<file path="config.mk">
export PLATFORM = sky130hd
export DESIGN_NAME = wide_add_sequencer
export DESIGN_NICKNAME = d
export VERILOG_FILES = /design/src/rtl/wide_add_sequencer.sv
export SDC_FILE = /design/constraint.sdc
export NUM_CORES = 1
export LEC_CHECK = 0
export BUFFER_PORTS_ARGS = -buffer_cell sky130_fd_sc_hd__buf_2
export CAP_MARGIN = 25
export CORE_AREA = 2 2 193 195
export CTS_CLUSTER_SIZE = 8
export DETAILED_ROUTE_END_ITERATION = 12
export DIE_AREA = 0 0 195 197
export PLACE_DENSITY = 0.8
export SYNTH_ARGS = -nofsm -noshare
export SYNTH_HDL_FRONTEND = slang
export SYNTH_SLANG_ARGS = --single-unit
</file>
<file path="constraint.sdc">
create_clock -name iClk -period 3.15 [get_ports iClk]
set_input_delay 0.315 -clock iClk [delete_from_list [all_inputs] [get_ports iClk]]
set_output_delay 0.315 -clock iClk [all_outputs]
set_load 0.02 [all_outputs]
</file>
<file path="src/rtl/wide_add_sequencer.sv">
// wide_add_sequencer: adds two wide operands one chunk per cycle through a shared external adder
module wide_add_sequencer #(
    parameter int ADDER_WIDTH = 32,
    parameter int NUM_CHUNKS  = 4,
    parameter int CNT_WIDTH   = $clog2(NUM_CHUNKS)
) (
    input  logic                              iClk,
    input  logic                              iRstn,
    input  logic                              iValid,
    output logic                              oReady,
    input  logic [ADDER_WIDTH*NUM_CHUNKS-1:0] iA,
    input  logic [ADDER_WIDTH*NUM_CHUNKS-1:0] iB,
    input  logic                              iCarry,
    output logic [ADDER_WIDTH-1:0]            oChunkA,
    output logic [ADDER_WIDTH-1:0]            oChunkB,
    output logic                              oChunkCarry,
    input  logic [ADDER_WIDTH-1:0]            iChunkSum,
    input  logic                              iChunkCarry,
    output logic                              oValid,
    input  logic                              iReady,
    output logic [ADDER_WIDTH*NUM_CHUNKS-1:0] oSum,
    output logic                              oCarry
);
    typedef enum logic [1:0] {IDLE, RUN, DONE} stateT;

    stateT                             state;
    logic [CNT_WIDTH-1:0]              count;
    logic                              carryReg;
    logic [ADDER_WIDTH*NUM_CHUNKS-1:0] opA;
    logic [ADDER_WIDTH*NUM_CHUNKS-1:0] opB;
    logic [ADDER_WIDTH*NUM_CHUNKS-1:0] sumReg;

    wire lastChunk = count == CNT_WIDTH'(NUM_CHUNKS - 1);
    wire accept    = iValid && oReady;

    assign oReady      = (state == IDLE) || (state == DONE && iReady);
    assign oValid      = state == DONE;
    assign oSum        = sumReg;
    assign oCarry      = carryReg;
    assign oChunkA     = (state == RUN) ? opA[count*ADDER_WIDTH +: ADDER_WIDTH] : '0;
    assign oChunkB     = (state == RUN) ? opB[count*ADDER_WIDTH +: ADDER_WIDTH] : '0;
    assign oChunkCarry = (state == RUN) ? carryReg : 1'b0;

    // Sequence capture, per-chunk accumulation with carry chaining, and result handoff
    always_ff @(posedge iClk or negedge iRstn) begin
        if (!iRstn) begin
            state    <= IDLE;
            count    <= '0;
            carryReg <= 1'b0;
            opA      <= '0;
            opB      <= '0;
            sumReg   <= '0;
        end else begin
            case (state)
                IDLE, DONE: begin
                    if (accept) begin
                        opA      <= iA;
                        opB      <= iB;
                        carryReg <= iCarry;
                        count    <= '0;
                        state    <= RUN;
                    end else if (state == DONE && iReady) begin
                        state <= IDLE;
                    end
                end
                RUN: begin
                    sumReg[count*ADDER_WIDTH +: ADDER_WIDTH] <= iChunkSum;
                    carryReg <= iChunkCarry;
                    count    <= lastChunk ? '0 : count + CNT_WIDTH'(1);
                    state    <= lastChunk ? DONE : RUN;
                end
                default: state <= IDLE;
            endcase
        end
    end
endmodule

</file>
# Yosys cells after proc, flatten, opt, wreduce, memory -nomap -nowiden
# Index checks and enable logic that the tools add are counted.
[op_classes]
n_addsub = 2
eq_ne = 5
shifts = 4
n_mux = 13
reduce_logical = 8
[op_table]
columns = ["operator", "n"]
rows = [
  ["indexed part select 128 x 8 -> 32 bit", 2],
  ["bitwise mux 128 bit", 1],
  ["variable shift 32 x 34 -> 128 bit (first input constant)", 1],
  ["indexed part select 32 x 34 -> 128 bit", 1],
  ["2-to-1 mux 32 bit", 2],
  ["negator 7 -> 34 bit", 1],
  ["2-to-1 mux 2 bit", 5],
  ["case mux 2 bit (2 select lines)", 2],
  ["equality test 2 bit (second input constant)", 2],
  ["AND reduction 2 bit", 2],
  ["inequality test 3 bit (second input constant)", 1],
  ["adder 2 x 1 -> 2 bit (second input constant)", 1],
  ["equality test 2 x 1 -> 1 bit (second input constant)", 1],
  ["logical AND 1 bit", 2],
  ["zero test 2 bit", 1],
  ["2-to-1 mux 1 bit", 2],
  ["inequality test 2 bit (second input constant)", 1],
  ["case mux 1 bit (2 select lines)", 1],
  ["nonzero test 2 bit", 1],
  ["OR reduction 2 bit", 1],
  ["logical OR 1 bit", 1],
]
[word_totals]
ff_bits = 389
in_bits = 294
word_cells = 38

# Depth between registers and ports, before layout
# Gate-level depths: netlist (run 1).
[depth]
word_depth = 6
depth_mapped = 8
ltp_nobuf = 5

# Worst setup path after synthesis (run 1)
# OpenSTA, ideal clock, no wires.
[synth_path]
kind = "register to register"
startpoint = "reg count[1]"
endpoint = "reg sumReg[100] (netlist: oSum[100])"
t_arrival_ps = 1921
t_required_ps = 3084
setup_slack_ps = 1163
path_stages_with_launch = 9
path_cell_list = "dfrtp_1 -> buf_2 -> buf_2 -> inv_1 -> ha_1 -> nand4bb_1 -> nor3b_2 -> buf_2 -> a22o_1"
[synth_via]
elab_chain_len = 3
[synth_lines]
columns = ["element", "line", "text"]
rows = [
  ["start, declared", "27", "logic [CNT_WIDTH-1:0] count;"],
  ["start signal, assigned", "69", "count <= lastChunk ? '0 : count + CNT_WIDTH'(1);"],
  ["negator 7 -> 34 bit *", "67", "sumReg[count*ADDER_WIDTH +: ADDER_WIDTH] <= iChunkSum;"],
  ["indexed part select 32 x 34 -> 128 bit or variable shift 32 x 34 -> 128 bit (tied branches)", "67", ""],
  ["bitwise mux 128 bit *", "67", ""],
  ["end signal, assigned by index", "67", ""],
  ["end, declared", "31", "logic [ADDER_WIDTH*NUM_CHUNKS-1:0] sumReg;"],
]
# Every way passes the cells marked *; elsewhere a longest branch is shown, timed or not.
# A chain may end at the register's enable or synchronous reset.

# Worst setup path in the final report (run 1)
[layout_path]
startpoint = "reg count[0]"
endpoint = "out oChunkA[27]"
[layout_via]
elab_chain_len = 2
[layout_lines]
columns = ["element", "line", "text"]
rows = [
  ["indexed part select 128 x 8 -> 32 bit", "40", "assign oChunkA = (state == RUN) ? opA[count*ADDER_WIDTH +: ADDER_WIDTH] : '0;"],
  ["2-to-1 mux 32 bit", "40", ""],
  ["end, declared", "14", "output logic [ADDER_WIDTH-1:0] oChunkA,"],
]
# No other way between the ends.

==> flow_summary.ini, run 1 <==
[cts]
post_cts_resize_count = 0
cts_root_buffer = clkbuf_16
numCtsBuffers = 54
clk_latency_ns = 0.57
clock-sinks = 389
clock_path_buffers = 3
cts_tree = built
clk_pin_slew_ns = 0.05
htree_levels = 2

[drt]
route.detailed.drc = 0
routed_wirelength_um = 55300
wire_per_inst_um = 23.8
num_vias = 12929
drt-pass1-iter-count = 5
wl_met3_um = 3970
maxUsedRoutingLayer = met4
drt-met1-wl_um = 19900
first_iter_violations = 624
met2_wirelength_um = 28700
ant_nets = 0
viasPerCell = 5.56

[pwr]
p_sw_uw = 9680
cellInternalPower_uw = 16600
p_total_uw = 26200
seqPwrFrac = 0.351
p_leak_uw = 0.0118
switching_share = 0.369
power_density_nw_per_um2 = 1080
ir_worst_vdd_uv = 633
pwr-share-comb = 0.453
p_clk_frac = 0.196

[worst_setup_path]
cp-end-kind = primary output
cp.arrival_ns = 2.44
critPathMaxFanout = 38
start_kind = flip-flop
required_ns = 2.83
path_class = flip-flop to primary output

[synthesis]
ys_seq_area_frac = 0.563
synth.avg_cell_area_um2 = 16.0
ys_types = 28
synth-seq-cells = 389
synth_area_um2 = 17300
yosysWarnings = 0
netlist_instances = 1080
syn_nets = 1378

[cells_and_area]
seq_area_um2 = 9740
final_cell_area_um2 = 24300
utilization = 0.670
syn_to_final_growth_pct = 40.3
drive_above_1_share = 0.490
layout.nets = 2145
n_fill_cell = 2330
multi_input_area_um2 = 6980

[grt]
grt_usage = 0.289
grt_pass1_vias = 14771
grt_max_degree = 94
grt.overflow.total = 0
antenna_found_initial = 8
grt_pass1_wl_um = 85300

[floorplan]
die_w_um = 195
start_util = 0.477
num_rows = 70
die_y_um = 197
core_um2 = 36300
io_pins = 490
die_area_um2 = 38400

[sta]
slew_headroom = 0.416
finalCriticalPeriod_ns = 2.76
finalClockSkew_ns = 0.0144
setup_violations = 0
grt_setup_unrepaired = no
finalMaxSlewViolations = 0
fmax_mhz = 362
min_period_over_period = 0.876
worstMarginPinSlew_ns = 0.876
final.setup.tns_ns = 0
finalHoldViolCount = 0

[flow_run]
cap_violations = 0

[placement]
hpwl_um = 31400
gp_congestion = 0.846
placed_area_um2 = 20200
io_buffers = 489

[worst_hold_path]
hp-class = input port to flip-flop

[run_status]
status = finished, final reports clean
-- power groups by stage --
stage	clock network [uW]	registers, uW	logic, uW
global placement	0	8830	11000
detailed placement	0	8970	11300
CTS	5160	8960	11600
global route	5400	9410	12500
finish	5130	9210	11900
floorplan	0	9250	7740
-- timing repair --
| action | 4_1_cts | 5_1_grt |
|---|---|---|
| endpoints found under the hold margin | 369 | 0 |
| endpoints found under the setup margin | 0 | 0 |
| setup buffers | 0 | 0 |
| hold buffers | 270 | 0 |
-- metal layers --
| metal | vias to the layer above | track usage |
|---|---|---|
| met5 | - | 0 |
| met4 | 0 | 0.163 |
| li1 | 5456 | - |
| met1 | 6555 | 0.326 |
| met2 | 730 | 0.511 |
| met3 | 188 | 0.0611 |
-- final timing paths --
path	from	end	slack [ns]	cells after the start
min	iChunkSum[11]	oSum[43]	0.03	2
max	count[0]	oChunkA[27]	0.39	4
max reg2reg	count[1]	oSum[96]	0.81	6
min in group asynchronous	iRstn	oSum[57]	0.40	2
max in group asynchronous	iRstn	opB[63]	1.82	3
min reg2reg	oSum[27]	oSum[27]	0.48	2
-- registers in the layout, summed over array words and instances (netlist names) --
name,cells
count,2
oSum,128
opB,128
opA,128
state,2
oCarry,1
-- layout make-up --
type / count / share of cell area
sequential: 389 / 0.401
clock inverter: 1 / 0.000361
inverter: 3 / 0.000464
clock buffer: 57 / 0.0574
tap: 468 / 0.0241
multi-input combinational: 609 / 0.287
timing repair buffer: 790 / 0.228
antenna: 9 / 0.000928
-- worst max-delay path, cell delays in order, from the launching register on --
cell	delay, ns
dfrtp_4	0.54
buf_12	0.34
mux4_2	0.61
and2_1	0.18
buf_2	0.16
-- cells by family after synthesis --
kind of cell,Yosys count,synth area share
flops,389,0.563
simple gates,153,0.0470
mux,320,0.292
compound gates,132,0.0594
buf+inv,82,0.0357
fa+ha+maj,4,0.00289
-- through the flow --
step / setup WS (ns) / hold slack (ns) / cells
after CTS: 0.330 / 0.000837 / 2317
final: 0.391 / 0.0323 / 2326
after floorplan: 1.16 / 0.0194 / 1080
after detailed placement: 0.829 / 0.417 / 1989
after global routing: 0.275 / 0.0160 / 2325
after global placement: 0.902 / 0.409 / 1989
-- cell usage in the layout (no fill, tap or decap), types with 2 or more instances in the layout --
cell           synthesis  final
nor2b_4                1      2
o21ai_0               33     33
nor3b_4                0      2
buf_4                  3     19
clkbuf_16              0     55
nand2_1               73     73
buf_2                 37    488
mux2_2                60     60
dfrtp_4                0      2
mux2_4               196    196
nand2b_1               4      4
inv_1                  3      3
and2_1                65     65
mux4_2                64     64
dfrtp_1              389    387
ha_1                   4      4
a22o_1                96     96
diode_2                0      9
dlygate4sd3_1          0    270
nor2_2                 0      2
buf_12                 1     12
-- cell usage after synthesis --
cell	n	share of area
dfrtp_1	389	0.56
or4bb_1	1	0.00065
buf_12	1	0.0012
o21ai_0	33	0.0095
o31ai_1	1	0.00043
mux2_2	60	0.039
nand3b_1	1	0.00043
o211ai_1	1	0.00043
nor3b_2	2	0.0014
buf_8	13	0.011
clkbuf_1	13	0.0028
buf_4	3	0.0013
nand2b_1	4	0.0014
nor4_4	1	0.0012
ha_1	4	0.0029
nor2b_1	1	0.00036
nor2_1	3	0.00065
mux2_4	196	0.17
inv_1	3	0.00065
mux4_2	64	0.083
nor2b_4	1	0.00080
o22ai_1	1	0.00036
buf_6	12	0.0078
a22o_1	96	0.049
and2_1	65	0.024
nand4bb_1	1	0.00065
nand2_1	73	0.016
buf_2	37	0.011
(Power assumes the default switching activity.)
==> inputs of run 2 (changes only) <==
Settings changed: CORE_AREA 2 2 193 195 to 2 2 159 238, DIE_AREA 0 0 195 197 to 0 0 161 240.
==> flow_summary.ini, run 2 (synthesis results as in run 1) <==
[run_status]
status = finished, final reports clean

[placement]
io_buffers = 489
dp_slack_ns = 0.966
gp_congestion = 0.905
dp_cells = 2004
hpwl_um = 32900
placed_area_um2 = 20100

[floorplan]
io_pins = 490
die_y_um = 240
num_rows = 86
core_um2 = 36600
die_w_um = 161
start_util = 0.473
die_area_um2 = 38600

[worst_setup_path]
path_cells = buf_4, mux4_2, and2_1, buf_2
ff2ff_path_depth = 6
required_ns = 2.83
timing.rr.start = count[1]
cp.arrival_ns = 2.35
reg2reg_slack_ns = 0.90
path_class = flip-flop to primary output
critPathMaxFanout = 22
r2r_end = oSum[102]
cp-end-kind = primary output
slowest_stage = dfrtp_4
start_kind = flip-flop
max_stage_delay_ns = 0.59

[cts]
cts_root_buffer = clkbuf_16
htree_levels = 2
clock-sinks = 389
clock_path_buffers = 3
cts_hold_buf = 269
post_cts_resize_count = 0
numCtsBuffers = 54
clk_pin_slew_ns = 0.06
clk_latency_ns = 0.57
postCtsSetupBuffers = 0
cts_tree = built

[sta]
setup_violations = 0
grt_setup_unrepaired = no
slew_headroom = 0.511
finalCriticalPeriod_ns = 2.66
min_period_over_period = 0.845
finalClockSkew_ns = 0.0261
setup_slack_ns = 0.489
worstMarginPinSlew_ns = 0.733
final.setup.tns_ns = 0
finalHoldViolCount = 0
finalMaxSlewViolations = 0
fmax_mhz = 376

[worst_hold_path]
worstHoldPathCells = 3
hold_end = oSum[21]
hp-start = iChunkSum[21]
hp-class = input port to flip-flop

[cells_and_area]
seq_area_um2 = 9740
syn_to_final_growth_pct = 40.1
final_cells = 2343
utilization = 0.663
multi_input_area_um2 = 6980
n_fill_cell = 2416
final_common_cell = buf_2
layout.nets = 2143
drive_above_1_share = 0.490
final_cell_area_um2 = 24200
final_cell_mix = buf_2, dfrtp_1, dlygate4sd3_1, mux2_4, a22o_1

[flow_run]
cap_violations = 0

[drt]
wire_per_inst_um = 23.9
num_vias = 13052
drt-pass1-iter-count = 5
viasPerCell = 5.57
route.detailed.drc = 0
ant_nets = 0
first_iter_violations = 1114
routed_wirelength_um = 55900

[grt]
grt_max_degree = 96
antenna_found_initial = 11
grt_pass1_wl_um = 85100
grt.overflow.total = 0
grt_usage = 0.288
grt_pass1_vias = 14462

[pwr]
switching_share = 0.372
cellInternalPower_uw = 16500
ir_worst_vdd_uv = 640
p_leak_uw = 0.0118
power_density_nw_per_um2 = 1080
p_clk_frac = 0.197
p_sw_uw = 9770
seqPwrFrac = 0.346
pwr-share-comb = 0.457
## run 2: cell count changes in the layout (fill, tap and decap cells not counted), sizes merged
cell         delta
dlygate4sd3     -1
diode           +1
buf             -1
clkinv          +2
## run 2: worst max path at each step
stage	to	startpoint	cells after the start	slack [ns]
after floorplan	oSum[100]	count[1]	8	1.16
after global placement	oSum[124]	count[1]	6	0.99
after detailed placement	oSum[109]	count[1]	6	0.97
after CTS	oChunkA[0]	count[1]	4	0.45
after global routing	oChunkA[0]	count[1]	4	0.43
final	oChunkA[0]	count[1]	4	0.49
## run 2: routing by layer
metal  up-vias  part of all wire  GRT usage
met3       248             0.059     0.0502
met5         -           0.00030          0
met1      6614              0.36      0.331
li1       5439                 -          -
met4         2             0.069      0.177
met2       749              0.51      0.500
## run 2: cell type report
| type | instances | area share |
|---|---|---|
| antenna | 10 | 0.00103 |
| clock buffer | 57 | 0.0566 |
| clock inverter | 3 | 0.00227 |
| inverter | 3 | 0.000464 |
| multi-input combinational | 609 | 0.288 |
| sequential | 389 | 0.402 |
| tap | 484 | 0.0250 |
| timing repair buffer | 788 | 0.225 |
## run 2: metrics by stage
stage	hold slack, ns	total power, uW
2_1_floorplan	0.0194	17000
3_3_place_gp	0.376	19900
3_5_place_dp	0.382	20300
4_1_cts	0.000130	25900
5_1_grt	0.0143	27300
6_report	0.0206	26300
## run 2: worst max-delay path, delay by kind of cell (launching register included)
kind	cells	cell delay [ns]
flops	1	0.59
mux	1	0.40
simple gates	1	0.19
buf+inv	2	0.57
## run 2: power groups by stage
stage	sequential, uW	combinational (uW)	clock, uW
3_3_place_gp	8760	11100	0
3_5_place_dp	8920	11400	0
5_1_grt	9300	12600	5440
6_report	9100	12000	5180
4_1_cts	8900	11800	5210
2_1_floorplan	9250	7740	0
